[src/rtl/grf_writeback_pkg.sv]
// grf_writeback_pkg
//   Shared MIPS definitions for the W-stage write-back decoder: opcode and
//   funct encodings, the write-back source selector and the load-type
//   selector consumed by load_ext.
package grf_writeback_pkg;

  // Primary opcodes (instr[31:26])
  localparam logic [5:0] OP_SPECIAL = 6'b000000;
  localparam logic [5:0] OP_JAL     = 6'b000011;
  localparam logic [5:0] OP_ADDI    = 6'b001000;
  localparam logic [5:0] OP_ADDIU   = 6'b001001;
  localparam logic [5:0] OP_SLTI    = 6'b001010;
  localparam logic [5:0] OP_SLTIU   = 6'b001011;
  localparam logic [5:0] OP_ANDI    = 6'b001100;
  localparam logic [5:0] OP_ORI     = 6'b001101;
  localparam logic [5:0] OP_XORI    = 6'b001110;
  localparam logic [5:0] OP_LUI     = 6'b001111;
  localparam logic [5:0] OP_COP0    = 6'b010000;
  localparam logic [5:0] OP_LB      = 6'b100000;
  localparam logic [5:0] OP_LH      = 6'b100001;
  localparam logic [5:0] OP_LW      = 6'b100011;
  localparam logic [5:0] OP_LBU     = 6'b100100;
  localparam logic [5:0] OP_LHU     = 6'b100101;

  // SPECIAL funct codes (instr[5:0])
  localparam logic [5:0] F_SLL  = 6'b000000;
  localparam logic [5:0] F_SRL  = 6'b000010;
  localparam logic [5:0] F_SRA  = 6'b000011;
  localparam logic [5:0] F_SLLV = 6'b000100;
  localparam logic [5:0] F_SRLV = 6'b000110;
  localparam logic [5:0] F_SRAV = 6'b000111;
  localparam logic [5:0] F_JALR = 6'b001001;
  localparam logic [5:0] F_MFHI = 6'b010000;
  localparam logic [5:0] F_MFLO = 6'b010010;
  localparam logic [5:0] F_ADDU = 6'b100001;
  localparam logic [5:0] F_SUBU = 6'b100011;
  localparam logic [5:0] F_AND  = 6'b100100;
  localparam logic [5:0] F_OR   = 6'b100101;
  localparam logic [5:0] F_XOR  = 6'b100110;
  localparam logic [5:0] F_NOR  = 6'b100111;
  localparam logic [5:0] F_SLT  = 6'b101010;
  localparam logic [5:0] F_SLTU = 6'b101011;

  // COP0 rs field that identifies mfc0
  localparam logic [4:0] RS_MF   = 5'b00000;
  // Link register written by jal
  localparam logic [4:0] REG_RA  = 5'd31;

  // Which W-stage candidate result is written back
  typedef enum logic [2:0] {
    SRC_NONE,
    SRC_ALU,
    SRC_MEM,
    SRC_EXT,
    SRC_MD,
    SRC_PC8,
    SRC_CP0
  } wb_src_e;

  // Width/sign of the value extracted from the raw memory word
  typedef enum logic [2:0] {
    LD_W,
    LD_H,
    LD_HU,
    LD_B,
    LD_BU
  } ld_type_e;

endpackage

[src/rtl/grf_writeback_if.sv]
// grf_writeback_if
//   W-stage write-back bundle plus the D-stage register read ports.
//   master : pipeline side (drives instruction/results/read addresses)
//   slave  : grf_writeback (returns read data, write-back info, retired count)
interface grf_writeback_if #(
  parameter int CNT_W = 32
);
  logic [31:0]      instr_W;
  logic [31:0]      pc_W8;
  logic [31:0]      aluRet_W;
  logic [31:0]      RD_W;
  logic [31:0]      ext_W;
  logic [31:0]      mdOut_W;
  logic [31:0]      cp0rd_W;
  logic [4:0]       ra1;
  logic [4:0]       ra2;
  logic [31:0]      rd1;
  logic [31:0]      rd2;
  logic             wb_we;
  logic [4:0]       wb_addr;
  logic [31:0]      wb_data;
  logic [CNT_W-1:0] retired;

  modport master (
    output instr_W, pc_W8, aluRet_W, RD_W, ext_W, mdOut_W, cp0rd_W, ra1, ra2,
    input  rd1, rd2, wb_we, wb_addr, wb_data, retired
  );

  modport slave (
    input  instr_W, pc_W8, aluRet_W, RD_W, ext_W, mdOut_W, cp0rd_W, ra1, ra2,
    output rd1, rd2, wb_we, wb_addr, wb_data, retired
  );
endinterface

[src/rtl/grf_writeback_load_ext.sv]
// load_ext
//   Extracts the loaded value from a raw little-endian memory word.
//   raw     : 32-bit word read from data memory
//   offset  : byte address bits [1:0] of the load
//   ld_type : word / halfword / byte, signed or unsigned
//   value   : 32-bit extended result
module load_ext
  import grf_writeback_pkg::*;
(
  input  logic [31:0] raw,
  input  logic [1:0]  offset,
  input  ld_type_e    ld_type,
  output logic [31:0] value
);

  logic [7:0]  byte_lane;
  logic [15:0] half_lane;

  // Lane selection: bytes by the full offset, halfwords by offset[1] only
  always_comb begin
    byte_lane = raw[7:0];
    case (offset)
      2'd1:    byte_lane = raw[15:8];
      2'd2:    byte_lane = raw[23:16];
      2'd3:    byte_lane = raw[31:24];
      default: byte_lane = raw[7:0];
    endcase
    half_lane = offset[1] ? raw[31:16] : raw[15:0];
  end

  // Sign or zero extension of the selected lane
  always_comb begin
    value = raw;
    case (ld_type)
      LD_B:    value = {{24{byte_lane[7]}}, byte_lane};
      LD_BU:   value = {24'd0, byte_lane};
      LD_H:    value = {{16{half_lane[15]}}, half_lane};
      LD_HU:   value = {16'd0, half_lane};
      default: value = raw;
    endcase
  end

endmodule

[src/rtl/grf_writeback.sv]
// grf_writeback
//   W-stage write-back decode, 31x32 general register file with same-cycle
//   bypass on both read ports, and a retired-instruction counter.
//   clk   : single clock, rising edge
//   reset : asynchronous active-low; clears registers and counter
//   bus   : grf_writeback_if slave (W-stage inputs, read ports, wb outputs)
module grf_writeback
  import grf_writeback_pkg::*;
#(
  parameter int CNT_W = 32
) (
  input  logic            clk,
  input  logic            reset,
  grf_writeback_if.slave  bus
);

  logic [5:0]  opcode;
  logic [5:0]  funct;
  logic [4:0]  rs;
  logic [4:0]  rt;
  logic [4:0]  rd;
  logic [4:0]  unused_shamt;

  wb_src_e     src;
  logic [4:0]  dst;
  ld_type_e    ld_type;
  logic [31:0] load_val;
  logic [31:0] src_data;
  logic        wb_we_int;
  logic [4:0]  wb_addr_int;
  logic [31:0] wb_data_int;

  logic [31:0]      regs [1:31];
  logic [CNT_W-1:0] retired_q;

  assign opcode       = bus.instr_W[31:26];
  assign rs           = bus.instr_W[25:21];
  assign rt           = bus.instr_W[20:16];
  assign rd           = bus.instr_W[15:11];
  assign unused_shamt = bus.instr_W[10:6];
  assign funct        = bus.instr_W[5:0];

  // Decode the W-stage instruction into a destination register and the
  // candidate result that feeds it; anything unlisted writes nothing.
  always_comb begin
    src     = SRC_NONE;
    dst     = 5'd0;
    ld_type = LD_W;
    case (opcode)
      OP_SPECIAL: begin
        case (funct)
          F_ADDU, F_SUBU, F_AND, F_OR, F_XOR, F_NOR, F_SLT, F_SLTU,
          F_SLL, F_SRL, F_SRA, F_SLLV, F_SRLV, F_SRAV: begin
            src = SRC_ALU;
            dst = rd;
          end
          F_MFHI, F_MFLO: begin
            src = SRC_MD;
            dst = rd;
          end
          F_JALR: begin
            src = SRC_PC8;
            dst = rd;
          end
          default: ;
        endcase
      end
      OP_ADDI, OP_ADDIU, OP_ANDI, OP_ORI, OP_XORI, OP_SLTI, OP_SLTIU: begin
        src = SRC_ALU;
        dst = rt;
      end
      OP_LUI: begin
        src = SRC_EXT;
        dst = rt;
      end
      OP_JAL: begin
        src = SRC_PC8;
        dst = REG_RA;
      end
      OP_COP0: begin
        if (rs == RS_MF) begin
          src = SRC_CP0;
          dst = rt;
        end
      end
      OP_LW:  begin src = SRC_MEM; dst = rt; ld_type = LD_W;  end
      OP_LH:  begin src = SRC_MEM; dst = rt; ld_type = LD_H;  end
      OP_LHU: begin src = SRC_MEM; dst = rt; ld_type = LD_HU; end
      OP_LB:  begin src = SRC_MEM; dst = rt; ld_type = LD_B;  end
      OP_LBU: begin src = SRC_MEM; dst = rt; ld_type = LD_BU; end
      default: ;
    endcase
  end

  load_ext u_load_ext (
    .raw     (bus.RD_W),
    .offset  (bus.aluRet_W[1:0]),
    .ld_type (ld_type),
    .value   (load_val)
  );

  // Result mux; outputs are forced to zero when nothing is written so the
  // hazard unit never forwards a stale value or a $0 write.
  always_comb begin
    src_data = 32'd0;
    case (src)
      SRC_ALU: src_data = bus.aluRet_W;
      SRC_MEM: src_data = load_val;
      SRC_EXT: src_data = bus.ext_W;
      SRC_MD:  src_data = bus.mdOut_W;
      SRC_PC8: src_data = bus.pc_W8;
      SRC_CP0: src_data = bus.cp0rd_W;
      default: src_data = 32'd0;
    endcase
    wb_we_int   = (src != SRC_NONE) && (dst != 5'd0);
    wb_addr_int = wb_we_int ? dst : 5'd0;
    wb_data_int = wb_we_int ? src_data : 32'd0;
  end

  assign bus.wb_we   = wb_we_int;
  assign bus.wb_addr = wb_addr_int;
  assign bus.wb_data = wb_data_int;

  // Register array; wb_we already excludes $0, so addr is always 1..31 here
  always_ff @(posedge clk or negedge reset) begin
    if (!reset) begin
      for (int i = 1; i < 32; i++) begin
        regs[i] <= 32'd0;
      end
    end else if (wb_we_int) begin
      regs[wb_addr_int] <= wb_data_int;
    end
  end

  // Read ports with same-cycle bypass of the W-stage write; $0 always reads 0
  always_comb begin
    bus.rd1 = 32'd0;
    bus.rd2 = 32'd0;
    if (bus.ra1 != 5'd0) begin
      if (wb_we_int && (bus.ra1 == wb_addr_int)) bus.rd1 = wb_data_int;
      else                                       bus.rd1 = regs[bus.ra1];
    end
    if (bus.ra2 != 5'd0) begin
      if (wb_we_int && (bus.ra2 == wb_addr_int)) bus.rd2 = wb_data_int;
      else                                       bus.rd2 = regs[bus.ra2];
    end
  end

  // Every non-bubble instruction retires, whether or not it writes
  always_ff @(posedge clk or negedge reset) begin
    if (!reset) begin
      retired_q <= '0;
    end else if (bus.instr_W != 32'd0) begin
      retired_q <= retired_q + CNT_W'(1);
    end
  end

  assign bus.retired = retired_q;

endmodule

[src/flat_wrapper.sv]
// flat-port wrapper written by rule: the top's interface ports become plain ports
module grf_writeback_flat import grf_writeback_pkg::*;
#(
  parameter int CNT_W = 32
)
  (clk, reset, bus_instr_W, bus_pc_W8, bus_aluRet_W, bus_RD_W, bus_ext_W, bus_mdOut_W, bus_cp0rd_W, bus_ra1, bus_ra2, bus_rd1, bus_rd2, bus_wb_we, bus_wb_addr, bus_wb_data, bus_retired);
  grf_writeback_if #(.CNT_W(CNT_W)) bus_i ();
  input  logic clk;
  input  logic reset;
  input wire logic [$bits(bus_i.instr_W)-1:0] bus_instr_W;
  input wire logic [$bits(bus_i.pc_W8)-1:0] bus_pc_W8;
  input wire logic [$bits(bus_i.aluRet_W)-1:0] bus_aluRet_W;
  input wire logic [$bits(bus_i.RD_W)-1:0] bus_RD_W;
  input wire logic [$bits(bus_i.ext_W)-1:0] bus_ext_W;
  input wire logic [$bits(bus_i.mdOut_W)-1:0] bus_mdOut_W;
  input wire logic [$bits(bus_i.cp0rd_W)-1:0] bus_cp0rd_W;
  input wire logic [$bits(bus_i.ra1)-1:0] bus_ra1;
  input wire logic [$bits(bus_i.ra2)-1:0] bus_ra2;
  output wire logic [$bits(bus_i.rd1)-1:0] bus_rd1;
  output wire logic [$bits(bus_i.rd2)-1:0] bus_rd2;
  output wire logic [$bits(bus_i.wb_we)-1:0] bus_wb_we;
  output wire logic [$bits(bus_i.wb_addr)-1:0] bus_wb_addr;
  output wire logic [$bits(bus_i.wb_data)-1:0] bus_wb_data;
  output wire logic [$bits(bus_i.retired)-1:0] bus_retired;
  assign bus_i.instr_W = bus_instr_W;
  assign bus_i.pc_W8 = bus_pc_W8;
  assign bus_i.aluRet_W = bus_aluRet_W;
  assign bus_i.RD_W = bus_RD_W;
  assign bus_i.ext_W = bus_ext_W;
  assign bus_i.mdOut_W = bus_mdOut_W;
  assign bus_i.cp0rd_W = bus_cp0rd_W;
  assign bus_i.ra1 = bus_ra1;
  assign bus_i.ra2 = bus_ra2;
  assign bus_rd1 = bus_i.rd1;
  assign bus_rd2 = bus_i.rd2;
  assign bus_wb_we = bus_i.wb_we;
  assign bus_wb_addr = bus_i.wb_addr;
  assign bus_wb_data = bus_i.wb_data;
  assign bus_retired = bus_i.retired;
  grf_writeback #(.CNT_W(CNT_W)) u_core (.clk(clk), .reset(reset), .bus(bus_i));
endmodule
[config.mk]
export PLATFORM = sky130hd
export DESIGN_NAME = grf_writeback_flat
export DESIGN_NICKNAME = d
export VERILOG_FILES = /design/src/rtl/grf_writeback_pkg.sv /design/src/rtl/grf_writeback_if.sv /design/src/rtl/grf_writeback_load_ext.sv /design/src/rtl/grf_writeback.sv /design/src/flat_wrapper.sv
export SDC_FILE = /design/constraint.sdc
export NUM_CORES = 2
export LEC_CHECK = 0
export BUFFER_PORTS_ARGS = -buffer_cell sky130_fd_sc_hd__buf_2
export CORE_MARGIN = 2
export CORE_UTILIZATION = 45
export DETAILED_ROUTE_END_ITERATION = 6
export GPL_ROUTABILITY_DRIVEN = 1
export PLACE_DENSITY = 0.64
export SETUP_SLACK_MARGIN = 0.3
export SLEW_MARGIN = 20
export SYNTH_ARGS = -nofsm -noshare
export SYNTH_HDL_FRONTEND = slang
export SYNTH_SLANG_ARGS = --single-unit
[constraint.sdc]
create_clock -name clk -period 6.2 [get_ports clk]
set_input_delay 1.24 -clock clk [delete_from_list [all_inputs] [get_ports clk]]
set_output_delay 1.24 -clock clk [all_outputs]
set_load 0.01 [all_outputs]
==> impl_metrics.toml <==
[worst_setup_path]
path_class = "primary input to output port"
rr_worst_depth = 7
reg2reg_slack_ps = 3640
r2r_start = "u_core.bus.retired[16]"
timing.rr.end = "u_core.bus.retired[31]"
worstPathMaxFanout = 6
arrival_ps = 4640
path_cells = "buf_6, or4_4, or4_4, o211a_1, and3_1, or4b_4, nor4_4, buf_12, clkbuf_16, mux2i_1, buf_2"
crit_top_cell = "or4_4"
cpLargestDelayFamily = "simple AND/OR/NAND/NOR gates"
startpoint_type = "primary input"
required_ps = 4960
critPathBufInv = 4
critPathCaptureType = "output port"
crit_slowest_cell = "or4_4"
cpPeakStageDelay_ps = 590

[timing]
fmax_ghz = 0.170
fin_worst_skew_ps = 8.45
tns_ps = 0
grt_setup_unrepaired = "yes"
final_max_slew_viol_count = 0
hold_ws_ps = 469
setup_viol = 0
worst_slew_pin_slew_ps = 1210
hold_viol_final = 0
fin_crit_sh_pct = 94.8
maxSlewHeadroom_pct = 19.4
period_minus_slack_ps = 5880

[global_routing]
overflow = 0
grt_pass1_wl_mm = 296
antenna_found_initial = 13
grt_pass1_vias = 42000
grt_max_degree = 152
grt_usage_pct = 31.2

[run_status]
outcome = "complete, no violations"

[floorplan]
rows = 130
core_area_um2 = 126000
fp.dieW_um = 360
initial_utilization_pct = 45.4
io_pins = 370
design.die.area_um2 = 130000
die_h_um = 360

[hold_path]
whs_path_depth = 1
min_path_type = "flip-flop to flip-flop"
hp-start = "u_core.bus.retired[31]"
min_to = "u_core.bus.retired[31]"

[clocking]
cts.sinks = 1024
path_clk_slew_ps = 60
cts_tree = "done"
clock_path_buffers = 3
hold_buffers = 0
clockRootBuffer = "clkbuf_16"
cts_buffers = 107
cts.htree.levels = 3
clk_latency_ps = 720

[place]
dp_hpwl_mm = 129
io_buffers = 369
gp_congestion = 0.957

[cells_and_area]
layout-drive-gt1-share_pct = 41.9
fin_util_pct = 52.1
fin_nets = 4725
syn_to_final_growth_pct = 14.6

[drt]
wire_per_inst_um = 32.9
drc = 0
wl_mm = 205
drtAntennaViolNets = 0
drt_iter0_drc = 4619
via_per_inst = 6.69
firstDrtPassIters = 7
via_count = 41800

[logic_synthesis]
synth_nets = 4480
synth_seq_cells = 1024
synth_area_leader_cell = "dfrtp_1"
ys_top_cells_by_area = "dfrtp_1 45%, mux4_2 23%, mux2_2 9.4%"
netlist_instances = 4243
async_flop_share_pct = 100
yosys_warnings = 0
synthMostInstantiatedCell = "dfrtp_1"
synth_edf_count = 0
ys_top_cells_by_count = "1,024 x dfrtp_1, 577 x mux4_2, 478 x mux2_2"
synth.yosys.seq_area_share_pct = 44.8
synth.distinct_cells = 73
synth_top_area_share_pct = 44.8
synth_area_per_cell_um2 = 13.5
netlist_area_um2 = 57200
ys.flop_type = "dfrtp_1"

[power]
powerDensity_nw_per_um2 = 256
leakage_uw = 0.0295
power_uw = 16800
peakVddDrop_mv = 0.264

[job]
cap_violations = 0
[power breakdown]
group,leakage (uW),switching [uW],internal (uW)
logic,0.0138,1370,1150
registers,0.0140,388,7190
clock network,0.00177,2840,3850
[cells in the final DEF (no fill, tap or decap), types with 23 or more instances in the layout]
master / netlist / layout
nor2_1: 208 / 201
nand3_1: 30 / 30
clkbuf_8: 0 / 25
dfrtp_1: 1024 / 1024
buf_12: 0 / 39
o21ai_0: 196 / 196
a21oi_1: 268 / 266
mux4_2: 577 / 577
mux2_2: 478 / 478
buf_4: 0 / 169
mux2i_1: 177 / 175
a22o_1: 49 / 49
mux2_1: 196 / 196
nand2_1: 221 / 206
xnor2_1: 31 / 31
buf_2: 94 / 358
o21ai_1: 37 / 37
clkbuf_16: 0 / 113
clkbuf_1: 290 / 23
[cell type report]
class	instances	area, um^2
Timing Repair Buffer	580	4090
Sequential cell	1024	25600
Tap cell	1650	2060
Antenna cell	12	30.0
Clock buffer	158	3180
Multi-Input combinational cell	2746	30000
Clock inverter	39	437
Fill cell	10700	60300
Inverter	29	115
[routing by layer]
| metal | vias to the layer above | global-route usage, % | routed length [um] |
|---|---|---|---|
| met4 | 4 | 14.2 | 10700 |
| met5 | - | 0 | 34 |
| met1 | 22100 | 42.2 | 81000 |
| li1 | 16800 | - | - |
| met3 | 541 | 6.74 | 18600 |
| met2 | 2283 | 48.5 | 94900 |
[metrics by stage]
step           std cells  area, um^2  setup WS, ps
6_report            6238       65600           322
5_1_grt             6237       65600           259
4_1_cts             6217       65300           327
3_5_place_dp        6020       61700           103
3_3_place_gp        6020       61700           241
2_1_floorplan       4243       57200           696
[repair_timing]
action,4_1_cts,5_1_grt
buffers inserted,0,5
cloned,0,4
endpoints found under the setup margin,27,49
pin swaps,0,6
resized for setup,3,18
[how the worst max path moves through the flow]
stage                    startpoint     endpoint  cells past startpoint
CTS                 bus_instr_W[21]  bus_rd2[15]                     10
finish              bus_instr_W[23]   bus_rd2[1]                     11
global route        bus_instr_W[23]   bus_rd2[1]                     11
detailed placement  bus_instr_W[21]  bus_rd2[19]                     10
global placement    bus_instr_W[21]   bus_rd2[0]                     10
floorplan           bus_instr_W[28]  bus_rd1[10]                     11
[sequential cells by signal (all words and copies together), names as in the netlist]
name,count
u_core.regs,992
u_core.bus.retired,32
[kinds of logic after synthesis]
kind of cell,share of synthesized area [%]
XOR/XNOR,0.536
multiplexers,39.1
flip-flops,44.8
adder cells (fa/ha/maj),0.0219
AO/OA/AOI/OAI,7.54
AND/OR/NAND/NOR,4.66
buffers and inverters,3.35
(Power assumes the default switching activity.)
